--- config.mk ---
export PLATFORM = sky130hd
export DESIGN_NAME = serial_tx_flat
export DESIGN_NICKNAME = d
export VERILOG_FILES = /design/src/rtl/serial_tx_pkg.sv /design/src/rtl/serial_tx_if.sv /design/src/rtl/serial_tx_bit_timer.sv /design/src/rtl/serial_tx.sv /design/src/flat_wrapper.sv
export SDC_FILE = /design/constraint.sdc
export NUM_CORES = 1
export LEC_CHECK = 0
export ABC_CLOCK_PERIOD_IN_PS = 4180
export CORE_MARGIN = 2
export CORE_UTILIZATION = 44
export DETAILED_ROUTE_END_ITERATION = 8
export GPL_ROUTABILITY_DRIVEN = 0
export HOLD_SLACK_MARGIN = 0.12
export PLACE_DENSITY = 0.71
export SYNTH_ARGS = -nofsm -noshare
export SYNTH_HDL_FRONTEND = slang
export SYNTH_HIERARCHICAL = 1
export SYNTH_SLANG_ARGS = --single-unit
export TNS_END_PERCENT = 50
--- constraint.sdc ---
create_clock -name clk -period 4.18 [get_ports clk]
set_clock_uncertainty 0.05 [all_clocks]
set_input_delay 0.627 -clock clk [delete_from_list [all_inputs] [get_ports clk]]
set_output_delay 0.627 -clock clk [all_outputs]
set_load 0.02 [all_outputs]
--- src/rtl/serial_tx_pkg.sv ---
`default_nettype none
// ============================================================================
//  Module   : serial_tx_pkg
//  Purpose  : Shared state encodings, line levels and sizing helper for the
//             framed serial transmitter and its matching receiver.
//  Revision : 1.0 - initial release
// ============================================================================
package serial_tx_pkg;

   // Frame sequencer states; encodings are shared with the receiver side.
   typedef enum logic [1:0] {
      IDLE  = 2'd0,
      START = 2'd1,
      DATA  = 2'd2,
      STOP  = 2'd3
   } state_t;

   // Serial line levels.
   localparam logic LINE_IDLE = 1'b1;
   localparam logic START_BIT = 1'b0;
   localparam logic STOP_BIT  = 1'b1;

   // Counter width able to hold 0..n-1, never narrower than one bit.
   function automatic int cnt_width(input int n);
      return (n > 1) ? $clog2(n) : 1;
   endfunction

endpackage : serial_tx_pkg
`default_nettype wire

--- src/rtl/serial_tx_if.sv ---
`default_nettype none
// ============================================================================
//  Module   : serial_tx_if
//  Purpose  : Parallel word handshake plus serial line and status signals
//             between a producer and the serial transmitter.
//  Revision : 1.0 - initial release
// ============================================================================
interface serial_tx_if #(
   parameter int WIDTH = 8
);
   logic [WIDTH-1:0] data_in;
   logic             in_valid;
   logic             in_ready;
   logic             tx;
   logic             busy;
   logic             done;

   // Producer side: offers words, observes line and status.
   modport master (
      output data_in, in_valid,
      input  in_ready, tx, busy, done
   );

   // Transmitter side.
   modport slave (
      input  data_in, in_valid,
      output in_ready, tx, busy, done
   );
endinterface : serial_tx_if
`default_nettype wire

--- src/rtl/serial_tx_bit_timer.sv ---
`default_nettype none
// ============================================================================
//  Module   : bit_timer
//  Purpose  : Bit-period timer. Counts 0..CLKS_PER_BIT-1, pulses tick on the
//             last clock of each period and restarts from zero on clear.
//  Revision : 1.0 - initial release
// ============================================================================
module bit_timer
   import serial_tx_pkg::*;
#(
   parameter int CLKS_PER_BIT = 4
) (
   input  wire logic clk,
   input  wire logic reset,   // asynchronous, active low
   input  wire logic clear,
   output logic      tick
);

   localparam int                CNT_W  = cnt_width(CLKS_PER_BIT);
   localparam logic [CNT_W-1:0]  c_LAST = CNT_W'(CLKS_PER_BIT - 1);

   logic [CNT_W-1:0] r_count;

   // With a one-clock bit period the counter sits at zero and tick is constant.
   assign tick = (r_count == c_LAST);

   // Period counter: hold at zero while cleared, wrap after the last clock.
   always_ff @(posedge clk or negedge reset) begin
      if (!reset) begin
         r_count <= '0;
      end else if (clear || tick) begin
         r_count <= '0;
      end else begin
         r_count <= r_count + CNT_W'(1);
      end
   end

endmodule : bit_timer
`default_nettype wire

--- src/rtl/serial_tx.sv ---
`default_nettype none
// ============================================================================
//  Module   : serial_tx
//  Purpose  : Framed serial transmitter (8N1 by default). Accepts a parallel
//             word on a valid/ready handshake and shifts it out LSB-first
//             between a start bit and a stop bit, each bit held for
//             CLKS_PER_BIT clocks. All outputs are registered.
//  Revision : 1.0 - initial release
// ============================================================================
module serial_tx
   import serial_tx_pkg::*;
#(
   parameter int WIDTH        = 8,
   parameter int CLKS_PER_BIT = 4
) (
   input  wire logic   clk,
   input  wire logic   reset,   // asynchronous, active low
   serial_tx_if.slave  bus
);

   localparam int               IDX_W      = cnt_width(WIDTH);
   localparam logic [IDX_W-1:0] c_LAST_IDX = IDX_W'(WIDTH - 1);

   state_t           r_state;
   state_t           w_state_next;
   logic [WIDTH-1:0] r_shift;
   logic [WIDTH-1:0] w_shift_next;
   logic [IDX_W-1:0] r_idx;
   logic [IDX_W-1:0] w_idx_next;
   logic             r_tx;
   logic             w_tx_next;
   logic             r_busy;
   logic             r_ready;
   logic             r_done;
   logic             w_done_next;
   logic             w_tick;
   logic             w_timer_clear;

   // The timer runs only while a frame is on the line, so each frame starts
   // with a full-length start bit.
   assign w_timer_clear = (r_state == IDLE);

   bit_timer #(
      .CLKS_PER_BIT (CLKS_PER_BIT)
   ) u_bit_timer (
      .clk   (clk),
      .reset (reset),
      .clear (w_timer_clear),
      .tick  (w_tick)
   );

   assign bus.tx       = r_tx;
   assign bus.busy     = r_busy;
   assign bus.in_ready = r_ready;
   assign bus.done     = r_done;

   // Next-state, datapath and next-output logic; outputs follow the next state
   // so the registered line level is correct in the first cycle of each state.
   always_comb begin
      w_state_next = r_state;
      w_shift_next = r_shift;
      w_idx_next   = r_idx;
      w_done_next  = 1'b0;
      w_tx_next    = LINE_IDLE;

      case (r_state)
         IDLE: begin
            if (bus.in_valid) begin
               w_state_next = START;
               w_shift_next = bus.data_in;
               w_idx_next   = '0;
            end
         end
         START: begin
            if (w_tick) begin
               w_state_next = DATA;
               w_idx_next   = '0;
            end
         end
         DATA: begin
            if (w_tick) begin
               w_shift_next = r_shift >> 1;
               if (r_idx == c_LAST_IDX) begin
                  w_state_next = STOP;
               end else begin
                  w_idx_next = r_idx + IDX_W'(1);
               end
            end
         end
         STOP: begin
            if (w_tick) begin
               w_state_next = IDLE;
               w_done_next  = 1'b1;
            end
         end
         default: begin
            w_state_next = IDLE;
         end
      endcase

      case (w_state_next)
         START:   w_tx_next = START_BIT;
         DATA:    w_tx_next = w_shift_next[0];
         STOP:    w_tx_next = STOP_BIT;
         default: w_tx_next = LINE_IDLE;
      endcase
   end

   // State, datapath and output registers; reset aborts any frame at once.
   always_ff @(posedge clk or negedge reset) begin
      if (!reset) begin
         r_state <= IDLE;
         r_shift <= '0;
         r_idx   <= '0;
         r_tx    <= LINE_IDLE;
         r_busy  <= 1'b0;
         r_ready <= 1'b1;
         r_done  <= 1'b0;
      end else begin
         r_state <= w_state_next;
         r_shift <= w_shift_next;
         r_idx   <= w_idx_next;
         r_tx    <= w_tx_next;
         r_busy  <= (w_state_next != IDLE);
         r_ready <= (w_state_next == IDLE);
         r_done  <= w_done_next;
      end
   end

endmodule : serial_tx
`default_nettype wire

--- src/flat_wrapper.sv ---
// flat-port wrapper written by rule: the top's interface ports become plain ports
module serial_tx_flat import serial_tx_pkg::*;
#(
   parameter int WIDTH        = 8,
   parameter int CLKS_PER_BIT = 4
)
  (clk, reset, bus_data_in, bus_in_valid, bus_in_ready, bus_tx, bus_busy, bus_done);
  serial_tx_if #(.WIDTH(WIDTH)) bus_i ();
  input  wire logic clk;
  input  wire logic reset;
  input wire logic [$bits(bus_i.data_in)-1:0] bus_data_in;
  input wire logic [$bits(bus_i.in_valid)-1:0] bus_in_valid;
  output wire logic [$bits(bus_i.in_ready)-1:0] bus_in_ready;
  output wire logic [$bits(bus_i.tx)-1:0] bus_tx;
  output wire logic [$bits(bus_i.busy)-1:0] bus_busy;
  output wire logic [$bits(bus_i.done)-1:0] bus_done;
  assign bus_i.data_in = bus_data_in;
  assign bus_i.in_valid = bus_in_valid;
  assign bus_in_ready = bus_i.in_ready;
  assign bus_tx = bus_i.tx;
  assign bus_busy = bus_i.busy;
  assign bus_done = bus_i.done;
  serial_tx #(.WIDTH(WIDTH), .CLKS_PER_BIT(CLKS_PER_BIT)) u_core (.clk(clk), .reset(reset), .bus(bus_i));
endmodule
==> results.yml <==
outcome:
  status: "completed"
timing:
  relSlewSlack_pct: 45.4
  whs_ns: 0.425
  slew_viol_final: 0
  finalSetupViolCount: 0
  hold_viol_final: 0
  max_freq_mhz: 480
  timing.setup.tns_ns: 0
  period_share_pct: 49.9
  layout_setup_ws_ns: 2.09
  rsz0062_at_grt: "no"
  worstMarginPinSlew_ns: 0.816
  layout_min_cycle_time_ns: 2.09
power:
  seqPwrFrac_pct: 49.8
  power_frac_comb_pct: 36.2
  intPower_uw: 421
  ir_worst_vdd_v: 0.000304
  clkPwrFrac_pct: 14.0
  p_per_area_nw_per_um2: 611
  p_sw_uw: 229
  swShare_pct: 35.2
  p_leak_nw: 0.495
place:
  numPortBuffers: 14
  placed_cells: 112
  post-place-ws_ns: 1.94
  hpwl_um: 967
worst_hold_path:
  min_from: "u_core/u_bit_timer/r_count[0]"
  min_path_type: "reg -> reg"
  whs_endpoint: "u_core/u_bit_timer/r_count[0]"
  min_path_cells: 1
routing:
  vias_per_cell: 4.94
  drtIter0Drc: 11
  wl_um: 1370
  firstDrtPassIters: 4
  vias: 573
  drc: 0
  detail_route.wl_per_cell_um: 11.8
  ant_nets: 0
synth:
  synth_cell_type_count: 31
  synthCells: 74
  synth_fp_nets: 88
  syn_area_um2: 897
  yosysTopAreaCellShare_pct: 47.4
  yosys_warnings: 6
  ys_seq_elements: 19
  avgSynthCellArea_um2: 12.1
  yosysTopAreaCell: "dfrtp_1"
  yosysSeqAreaShare_pct: 53.3
  synth_area_leaders: "dfrtp_1, dfstp_2, nand2_1"
clock_tree:
  post_cts_resize_count: 0
  cts_htree_levels: 1
  cts_tree: "built"
  cts_buffer_depth: 2
  cts.sinks: 19
  insertion_delay_ns: 0.29
  root_buffer: "clkbuf_4"
  cts_buffers: 3
  cts_setup_buffers: 0
  ctsHoldBuffers: 0
  clk_pin_slew_ns: 0.10
worst_setup_path:
  cp_cell_sequence: "clkdlybuf4s50_1"
  crit_buf_inv: 1
  r2r_end: "u_core/bus.tx"
  required_ns: 3.50
  path_delay_family: "buffers and inverters"
  rr_worst_depth: 5
  cp_max_fo: 1
  worst_path_max_delay_cell: "clkdlybuf4s50_1"
  critPathArrivalTime_ns: 1.41
  worstReg2RegStart: "u_core/u_bit_timer/r_count[0]"
  slowest_delay_ns: 0.59
  start_kind: "register"
  end_kind: "output pin"
  rrSetupSlack_ns: 2.46
  critical_path_class: "reg -> out"
floorplan:
  die_area_um2: 2420
  row_count: 16
  die_h_um: 49.2
  io_pins: 15
  core_um2: 1940
  initial_core_util_pct: 46.2
  die_w_um: 49.2
finish:
  area_growth_syn_to_layout_pct: 18.5
  final_nets: 104
  utilization_pct: 54.8
  nFillCells: 182
  final_common_cell: "dfrtp_1"
  diodes: 0
  mostFrequentLayoutCells: "dfrtp_1, clkdlybuf4s50_1, nand2_1"
  stdcell_count: 116
  drive_gt1_share_pct: 18.0
global_route:
  overflow: 0
  antenna_found_initial: 0
  grt_pass1_vias: 549
  grt_start_max_net_pins: 20
  grt_pass1_wl_um: 2460
  grt.total_usage_pct: 13.5
flow_run:
  drv_cap: 0
## logic make-up (layout without fill, tap and decap cells)
group	Yosys count	after routing	share of synthesized area, %
AO/OA/AOI/OAI	14	14	13.2
AND/OR/NAND/NOR	28	28	19.2
XOR/XNOR	1	1	0.976
multiplexers	3	3	4.04
flip-flops	19	19	53.3
adder cells (fa/ha/maj)	3	3	4.18
buffers and inverters	6	21	5.02
## worst max-delay path by stage
| stage | startpoint | endpoint | cells after the start |
|---|---|---|---|
| floorplan | u_core/r_idx[0] | u_core/r_idx[2] | 6 |
| global placement | bus_in_valid | u_core/r_idx[2] | 4 |
| detailed placement | bus_in_valid | u_core/r_idx[2] | 4 |
| CTS | u_core/bus.tx | bus_tx | 1 |
| global route | u_core/bus.in_ready | bus_in_ready | 1 |
| finish | u_core/bus.tx | bus_tx | 1 |
## Yosys cell counts, drive strengths merged
library cell	count
xnor2	1
or2	1
dfstp	2
a22oi	6
and3b	3
and3	1
nor3	1
nand2b	1
mux2	2
mux2i	1
a311oi	1
buf	3
nor3b	2
nor2b	1
a31oi	1
dfrtp	17
o2bb2ai	1
o22ai	1
o21ai	1
nor2	5
nand2	13
o32a	1
a22o	1
ha	3
a21o	1
inv	3
## registers in the layout, indices dropped and copies added (netlist names)
register / count
u_core/r_shift: 8
u_core/r_idx: 3
u_core/r_state: 2
u_core/u_bit_timer/r_count: 2
u_core/bus.busy: 1
u_core/bus.done: 1
u_core/bus.in_ready: 1
u_core/bus.tx: 1
## metrics by stage
stage	power [mW]	instance area, µm²
CTS	0.659	1060
detailed placement	0.567	1040
floorplan	0.516	897
global placement	0.561	1040
finish	0.650	1060
global route	0.710	1060
## routing by layer
layer  wire [µm]  part of all wire [%]  track usage (%)
met1         710                    52             19.4
met2         570                    42             18.7
met3          71                   5.2             3.37
met4          19                   1.4             7.14
met5           0                     0                0
## worst register-to-register path, stage by stage (launching register included)
cell       delay (ns)
dfrtp_1          0.39
ha_1             0.37
and3b_1          0.42
nor2_4           0.12
o2bb2ai_2        0.15
o32a_1           0.16
## area by class of cell
class	count	area [µm²]	area share, %
Multi-Input combinational cell	49	374	35.2
Inverter	3	11.3	1.06
Tap cell	27	33.8	3.18
Clock buffer	4	26.3	2.47
Timing Repair Buffer	14	140	13.2
Sequential cell	19	478	44.9
## power by group through the flow
stage	Combinational, mW	Sequential [mW]	Clock (mW)
finish	0.235	0.324	0.0910
detailed placement	0.239	0.328	0
global route	0.270	0.337	0.102
global placement	0.235	0.327	0
CTS	0.239	0.324	0.0961
floorplan	0.204	0.311	0
Power figures use the tool's default switching activity.
